==> config.mk <==
export PLATFORM = sky130hd
export DESIGN_NAME = sonar_distance
export DESIGN_NICKNAME = d
export VERILOG_FILES = /design/src/rtl/sonar_pkg.sv /design/src/rtl/sonar_avg4.sv /design/src/rtl/sonar_distance.sv
export SDC_FILE = /design/constraint.sdc
export NUM_CORES = 1
export LEC_CHECK = 0
export CAP_MARGIN = 20
export CORE_UTILIZATION = 36
export CTS_CLUSTER_SIZE = 28
export DETAILED_ROUTE_END_ITERATION = 7
export GPL_TIMING_DRIVEN = 0
export PLACE_DENSITY = 0.62
export SLEW_MARGIN = 20
export SYNTH_ARGS = -nofsm -noshare
export SYNTH_HDL_FRONTEND = slang
export SYNTH_SLANG_ARGS = --single-unit
==> constraint.sdc <==
create_clock -name clk -period 2.97 [get_ports clk]
set_input_delay 0.891 -clock clk [delete_from_list [all_inputs] [get_ports clk]]
set_output_delay 0.891 -clock clk [all_outputs]
set_load 0.05 [all_outputs]
==> src/rtl/sonar_pkg.sv <==
// rtl/sonar_pkg.sv - shared types and helpers for the sonar ranging front end
package sonar_pkg;

    localparam int DIST_W = 13;

    typedef logic [DIST_W-1:0] dist_t;

    typedef enum logic [2:0] {
        IDLE,
        TRIG,
        WAIT_ECHO,
        MEASURE,
        DONE
    } state_e;

    function automatic int max3(input int a, input int b, input int c);
        int m;
        m = (a > b) ? a : b;
        return (m > c) ? m : c;
    endfunction

endpackage

==> src/rtl/sonar_avg4.sv <==
// rtl/sonar_avg4.sv - 4-sample moving average of distance, preloaded by the first sample
module sonar_avg4
    import sonar_pkg::*;
(
    input  logic  clk,
    input  logic  reset,
    input  logic  in_valid,
    input  dist_t in_dist,
    input  logic  in_timeout,
    output logic  out_valid,
    output dist_t out_dist,
    output logic  out_timeout
);

    dist_t       hist_q [4];
    dist_t       hist_d [4];
    logic [14:0] sum_q, sum_d;
    logic        primed_q, primed_d;
    logic        valid_q, valid_d;
    logic        to_q, to_d;

    always_comb begin
        hist_d   = hist_q;
        sum_d    = sum_q;
        primed_d = primed_q;
        valid_d  = in_valid;
        to_d     = to_q;
        if (in_valid) begin
            to_d = in_timeout;
            if (!primed_q) begin
                // First sample fills the whole window so the average starts at that value
                for (int i = 0; i < 4; i++) hist_d[i] = in_dist;
                sum_d    = 15'(in_dist) << 2;
                primed_d = 1'b1;
            end else begin
                hist_d[0] = in_dist;
                for (int i = 1; i < 4; i++) hist_d[i] = hist_q[i-1];
                sum_d = sum_q + 15'(in_dist) - 15'(hist_q[3]);
            end
        end
    end

    always_ff @(posedge clk) begin
        if (reset) begin
            for (int i = 0; i < 4; i++) hist_q[i] <= '0;
            sum_q    <= '0;
            primed_q <= 1'b0;
            valid_q  <= 1'b0;
            to_q     <= 1'b0;
        end else begin
            hist_q   <= hist_d;
            sum_q    <= sum_d;
            primed_q <= primed_d;
            valid_q  <= valid_d;
            to_q     <= to_d;
        end
    end

    assign out_valid   = valid_q;
    assign out_dist    = sum_q[14:2];
    assign out_timeout = to_q;

endmodule

==> src/rtl/sonar_distance.sv <==
// rtl/sonar_distance.sv - HC-SR04 style trigger/echo ranging to mm; SONAR_DIST_AVG_EN adds 4-sample averaging
module sonar_distance
    import sonar_pkg::*;
#(
    parameter int CYCLES_PER_MM       = 292,
    parameter int TRIG_CYCLES         = 500,
    parameter int HOLDOFF_CYCLES      = 3000000,
    parameter int ECHO_TIMEOUT_CYCLES = 1500000,
    parameter int MAX_MM              = 4000
) (
    input  logic              clk,
    input  logic              reset,
    input  logic              echo,
    output logic              trig,
    output logic [DIST_W-1:0] distance,
    output logic              dist_valid,
    output logic              timeout_err
);

    localparam int CNT_MAX = max3(TRIG_CYCLES, HOLDOFF_CYCLES, ECHO_TIMEOUT_CYCLES);
    localparam int CNT_W   = $clog2(CNT_MAX + 1);
    localparam int PRE_W   = (CYCLES_PER_MM > 1) ? $clog2(CYCLES_PER_MM) : 1;

    logic             sync1_q, echo_s_q;
    state_e           state_q, state_d;
    logic [CNT_W-1:0] cnt_q, cnt_d;
    logic [PRE_W-1:0] presc_q, presc_d;
    dist_t            mm_q, mm_d;
    logic             to_flag_q, to_flag_d;
    logic             trig_q, trig_d;
    dist_t            raw_dist_q, raw_dist_d;
    logic             raw_valid_q, raw_valid_d;
    logic             raw_to_q, raw_to_d;

    always_comb begin
        state_d     = state_q;
        cnt_d       = cnt_q;
        presc_d     = presc_q;
        mm_d        = mm_q;
        to_flag_d   = to_flag_q;
        raw_dist_d  = raw_dist_q;
        raw_to_d    = raw_to_q;
        raw_valid_d = 1'b0;
        trig_d      = (state_q == TRIG);
        case (state_q)
            IDLE: begin
                // Holdoff expires, then wait for any saturated echo tail to end
                if (cnt_q == CNT_W'(HOLDOFF_CYCLES - 1)) begin
                    if (!echo_s_q) begin
                        state_d = TRIG;
                        cnt_d   = '0;
                    end
                end else begin
                    cnt_d = cnt_q + 1'b1;
                end
            end
            TRIG: begin
                if (cnt_q == CNT_W'(TRIG_CYCLES - 1)) begin
                    state_d = WAIT_ECHO;
                    cnt_d   = '0;
                end else begin
                    cnt_d = cnt_q + 1'b1;
                end
            end
            WAIT_ECHO: begin
                if (echo_s_q) begin
                    state_d = MEASURE;
                    presc_d = PRE_W'(1);
                    cnt_d   = '0;
                end else if (cnt_q == CNT_W'(ECHO_TIMEOUT_CYCLES - 1)) begin
                    state_d   = DONE;
                    mm_d      = dist_t'(MAX_MM);
                    to_flag_d = 1'b1;
                    cnt_d     = '0;
                end else begin
                    cnt_d = cnt_q + 1'b1;
                end
            end
            MEASURE: begin
                if (!echo_s_q) begin
                    state_d = DONE;
                end else if (presc_q == PRE_W'(CYCLES_PER_MM - 1)) begin
                    presc_d = '0;
                    mm_d    = mm_q + 1'b1;
                    if (mm_q == dist_t'(MAX_MM - 1)) state_d = DONE;
                end else begin
                    presc_d = presc_q + 1'b1;
                end
            end
            DONE: begin
                raw_dist_d  = mm_q;
                raw_to_d    = to_flag_q;
                raw_valid_d = 1'b1;
                mm_d        = '0;
                presc_d     = '0;
                to_flag_d   = 1'b0;
                cnt_d       = '0;
                state_d     = IDLE;
            end
            default: state_d = IDLE;
        endcase
    end

    always_ff @(posedge clk) begin
        if (reset) begin
            sync1_q     <= 1'b0;
            echo_s_q    <= 1'b0;
            state_q     <= IDLE;
            cnt_q       <= '0;
            presc_q     <= '0;
            mm_q        <= '0;
            to_flag_q   <= 1'b0;
            trig_q      <= 1'b0;
            raw_dist_q  <= '0;
            raw_valid_q <= 1'b0;
            raw_to_q    <= 1'b0;
        end else begin
            sync1_q     <= echo;
            echo_s_q    <= sync1_q;
            state_q     <= state_d;
            cnt_q       <= cnt_d;
            presc_q     <= presc_d;
            mm_q        <= mm_d;
            to_flag_q   <= to_flag_d;
            trig_q      <= trig_d;
            raw_dist_q  <= raw_dist_d;
            raw_valid_q <= raw_valid_d;
            raw_to_q    <= raw_to_d;
        end
    end

    assign trig = trig_q;

`ifdef SONAR_DIST_AVG_EN
    sonar_avg4 u_avg (
        .clk         (clk),
        .reset       (reset),
        .in_valid    (raw_valid_q),
        .in_dist     (raw_dist_q),
        .in_timeout  (raw_to_q),
        .out_valid   (dist_valid),
        .out_dist    (distance),
        .out_timeout (timeout_err)
    );
`else
    assign distance    = raw_dist_q;
    assign dist_valid  = raw_valid_q;
    assign timeout_err = raw_to_q;
`endif

endmodule

-- After elaboration in Yosys (flattened, before gate mapping)
Cells that the tools add are included.
- register bits: 66
- latch bits: 0
- bits in writable memories: 0
- ROM bits: 0
- input bits: 3
- output and inout bits: 16
- word-level logic and storage cells: 72
- memories kept: 0
- $add $sub $neg: 3
- $mul: 0
- div/mod/pow operators: 0
- order comparisons: 0
- equality and inequality tests: 21
- shift operators: 0
- muxes and demuxes: 28
- bitwise logic cells: 0
- reduce and logical (&&, ||, !) cells: 9
- operators with widths (cell ; number):
    22-bit 2-to-1 mux ; 5
    22-bit case mux with 4 select lines ; 1
    13-bit 2-to-1 mux ; 4
    13-bit case mux with 3 select lines ; 1
    9-bit 2-to-1 mux ; 3
    9-bit case mux with 3 select lines ; 1
    3-bit 2-to-1 mux ; 8
    22-bit by 1-bit adder with 22-bit output (second input constant) ; 1
    22-bit by 21-bit equality test with 1-bit output (second input constant) ; 1
    22-bit equality test (second input constant) ; 1
    22-bit by 9-bit equality test with 1-bit output (second input constant) ; 1
    2-bit != test (second input constant) ; 7
    13-bit by 1-bit adder with 13-bit output (second input constant) ; 1
    13-bit by 12-bit equality test with 1-bit output (second input constant) ; 1
    3-bit != test (second input constant) ; 4
    3-bit case mux with 4 select lines ; 1
    9-bit by 1-bit adder with 9-bit output (second input constant) ; 1
    9-bit equality test (second input constant) ; 1
    3-bit by 2-bit equality test with 1-bit output (second input constant) ; 2
    3-bit AND reduction ; 2
    6-bit AND reduction ; 1
    5-bit AND reduction ; 1
    4-bit nonzero test ; 1
    3-bit by 1-bit equality test with 1-bit output (second input constant) ; 1
    other kinds (8) ; 10

-- Longest topological paths before layout
- depth after elaboration: 5
- depth in mapped cells: 8
- gate-level depth less buffers: 7

-- Least setup slack after synthesis
No wires, ideal clock.
- path kind: register to register
- from: reg cnt_q[0]
- to: reg cnt_q[12]
- arrival: 2.112 ns
- data required time: 2.848 ns
- path slack: 0.737 ns
- stages on the path, launching flop included: 9
- path buffers: 1
- period minus slack after synthesis: 2.233 ns
- cells stage by stage: dfxtp_1 ha_1 or4b_2 nor4_1 a41oi_1 a211oi_1 a21o_1 buf_4 a21oi_1
- longest elaborated chain between the ends: 4
- elaborated cells on any way between the ends: 11
- classes of those cells: 1 x add/sub; 4 x eq/ne; 5 x mux; 1 x reduce/logical
- ends and longest elaborated chain (element ; line ; RTL):
    start, declared ; sonar_distance.sv:26 ; logic [CNT_W-1:0] cnt_q, cnt_d;
    start signal, assigned ; sonar_distance.sv:121 ; cnt_q <= cnt_d;
    22-bit by 1-bit adder with 22-bit output / 22-bit by 21-bit equality test with 1-bit output (equally long branches) ; -- ;
    22-bit 2-to-1 mux ; sonar_distance.sv:70 ; end else if (cnt_q == CNT_W'(ECHO_TIMEOUT_CYCLES - 1)) begin
    22-bit 2-to-1 mux ; sonar_distance.sv:66 ; if (echo_s_q) begin
    22-bit case mux with 4 select lines ; sonar_distance.sv:45 ; case (state_q)
Parallel ways exist; a longest one is shown, timed or not.
A chain may end at the register's enable or synchronous reset.

-- Worst setup path after layout
- from: reg cnt_q[0]
- to: reg cnt_q[7]
Same word-level chain as after synthesis.

==> results.yml <==
status:
  status: "complete, no violations"
timing:
  max_clock_freq_ghz: 0.375
  tightest_slew_ps: 794
  setup_tns_ps: 0
  setup_viol: 0
  layout_worst_path_cycle_share_pct: 89.9
  rsz0062_at_grt: "false"
  whs_ps: 456
  clock_skew_ps: 7.44
  slew_headroom_pct: 46.7
  drv_slew: 0
  setup_ws_ps: 300
  hold_violations: 0
  period_needed_ps: 2670
yosys:
  postSynthCellCount: 405
  synth_area_leaders: "dfxtp_1 (42%), nand2_1 (6.8%), nor2_1 (5.8%), a21oi_1 (5.7%), xnor2_1 (4.4%)"
  ys_ff_latch: 66
  synth-main-ff-cell: "dfxtp_1"
  async_flop_share_pct: 0
  ys_seq_area_share_pct: 41.6
  synth_warnings: 0
  synth_cell_types: 47
  syn_avg_cell_area_um2: 7.85
  netlist.top_cell.by_area: "dfxtp_1"
  yosys.area.top_type_share_pct: 41.6
  syn-num-nets: 411
  synth_edf_count: 0
  syn_area_um2: 3180
cts:
  clock_latency_ps: 340
  clock-sinks: 66
  cts_inserted_buffers: 9
  clockRootBuffer: "clkbuf_8"
  clk_path_buf_depth: 2
  cts.clk_slew.worst_paths_ps: 70
  cts_tree: "yes"
  htreeDepth: 3
  cts_hold_buf: 0
  post_cts_resized: 0
  cts_setup_buffers: 0
global_route:
  grt.overflow.total: 0
  grt_max_degree: 12
  grt_pass1_wl_um: 12700
  antenna_found_initial: 0
  globalRouteTotalUtil_pct: 17.8
  grt_pass1_vias: 2663
setup_path:
  crit_fanout: 10
  cp.required_ps: 3210
  worstSetupPathType: "reg2reg"
  crit_path_max_incr_delay_ps: 610
  crit_arrival_ps: 2910
  crit_path_start_kind: "flip-flop"
  end_kind: "flip-flop"
  cp_cell_sequence: "ha_1 > or4b_2 > nor4_1 > a41oi_1 > a211oi_1 > a21o_1 > buf_4 > nor2_1"
  crit_path_top_delay_cell: "or4b_2"
  critPathTopFamily: "simple AND/OR/NAND/NOR gates"
  critPathBufInv: 1
route:
  routedWlPerCell_um: 13.7
  drt_iter0_drc: 167
  via_per_inst: 5.37
  firstDrtPassIters: 4
  ant_nets: 0
  drc: 0
  dr_total_vias: 2920
  wl_um: 7450
job:
  cap_violations: 0
place:
  detailed_place_hpwl_um: 5360
  routabilityCongestion: 0.852
  dp_cells: 528
  dp_slack_ps: 320
  port_buffers: 18
die:
  core_um2: 8380
  die_y_um: 96.0
  ioPinCount: 19
  start_util_pct: 37.9
  dieWidth_um: 96.0
  die-area_um2: 9210
  fp-row-count: 33
final_layout:
  antennaDiodeCount: 0
  synthToLayoutAreaGrowth_pct: 17.3
  mostFrequentLayoutCells: "dfxtp_1 (66), nand2_1 (58), nor2_1 (49)"
  n_fill_cell: 843
  nNetsFinal: 440
  drive_above_1_share_pct: 6.83
  final_common_cell: "dfxtp_1"
  finalNonFillerCells: 544
power:
  powerDensity_nw_per_um2: 528
  leakage_nw: 1.24
  finalPower_mw: 1.97
  peakVddDrop_uv: 224
hold_path:
  hold_path_class: "reg2reg"
## Yosys cell counts, types with 7 or more instances
master / n
dfxtp_1: 66
nand2_1: 58
xnor2_1: 16
inv_1: 7
nor2_1: 49
nor3_1: 17
nor4_1: 9
nand4_1: 10
a21oi_1: 36
or3_1: 7
nand3_1: 19
and3_1: 10
o21ai_0: 21
xor2_1: 9
clkbuf_1: 14
## power by group
part           switching [mW]  internal, mW  leakage [nW]
registers              0.0189         0.904         0.532
logic                  0.0966        0.0628         0.584
clock network           0.345         0.540         0.119
total                   0.461          1.51          1.24
## worst register-to-register path, delay by kind of cell, from the launching register on
kind	cells	cell delay [ps]
simple gates	3	910
compound gates	3	840
flops	1	390
fa+ha+maj	1	250
buf+inv	1	180
## metal layers
| layer | track usage (%) | vias to the layer above | part of all wire (%) |
|---|---|---|---|
| met1 | 25.2 | 1358 | 51 |
| met5 | 0 | - | 0 |
| li1 | - | 1489 | - |
| met3 | 3.40 | 12 | 5.2 |
| met2 | 25.7 | 61 | 42 |
| met4 | 8.83 | 0 | 1.5 |
## layout make-up
| type | count | area (um^2) | area share [%] |
|---|---|---|---|
| Sequential cell | 66 | 1320 | 35.4 |
| Inverter | 7 | 26.3 | 0.705 |
| Tap cell | 105 | 131 | 3.52 |
| Buffer | 19 | 83.8 | 2.25 |
| Multi-Input combinational cell | 313 | 1750 | 46.9 |
| Clock buffer | 12 | 165 | 4.43 |
| Clock inverter | 4 | 72.6 | 1.95 |
| Timing Repair Buffer | 18 | 180 | 4.83 |
## state kept, by name (all words and copies together) (netlist names)
signal,flops
distance,13
timeout_err,1
cnt_q,22
presc_q,9
state_q,3
trig,1
mm_q,13
sync1_q,1
echo_s_q,1
to_flag_q,1
dist_valid,1
## stage by stage
stage	util (%)	cell area, um^2
5_1_grt	44.5	3730
6_report	44.5	3730
4_1_cts	44.5	3730
3_5_place_dp	41.6	3490
2_1_floorplan	-	3180
3_3_place_gp	41.6	3490
## path summary, 6_finish.rpt
path | depth (start not counted) | end | from | slack (ps)
hold / removal | 2 | timeout_err | timeout_err | 460
setup / recovery | 8 | cnt_q[7] | cnt_q[0] | 300
hold reg to reg | 2 | timeout_err | timeout_err | 460
setup reg to reg | 8 | cnt_q[7] | cnt_q[0] | 300
## logic make-up after synthesis
family | count (synthesis) | share of synthesized area (%)
AND/OR/NAND/NOR | 209 | 33.1
AO/OA/AOI/OAI | 74 | 13.2
flip-flops | 66 | 41.6
buffers and inverters | 26 | 3.46
XOR/XNOR | 25 | 6.89
adder cells (fa/ha/maj) | 4 | 1.50
multiplexers | 1 | 0.315
Power figures use the tool's default switching activity.
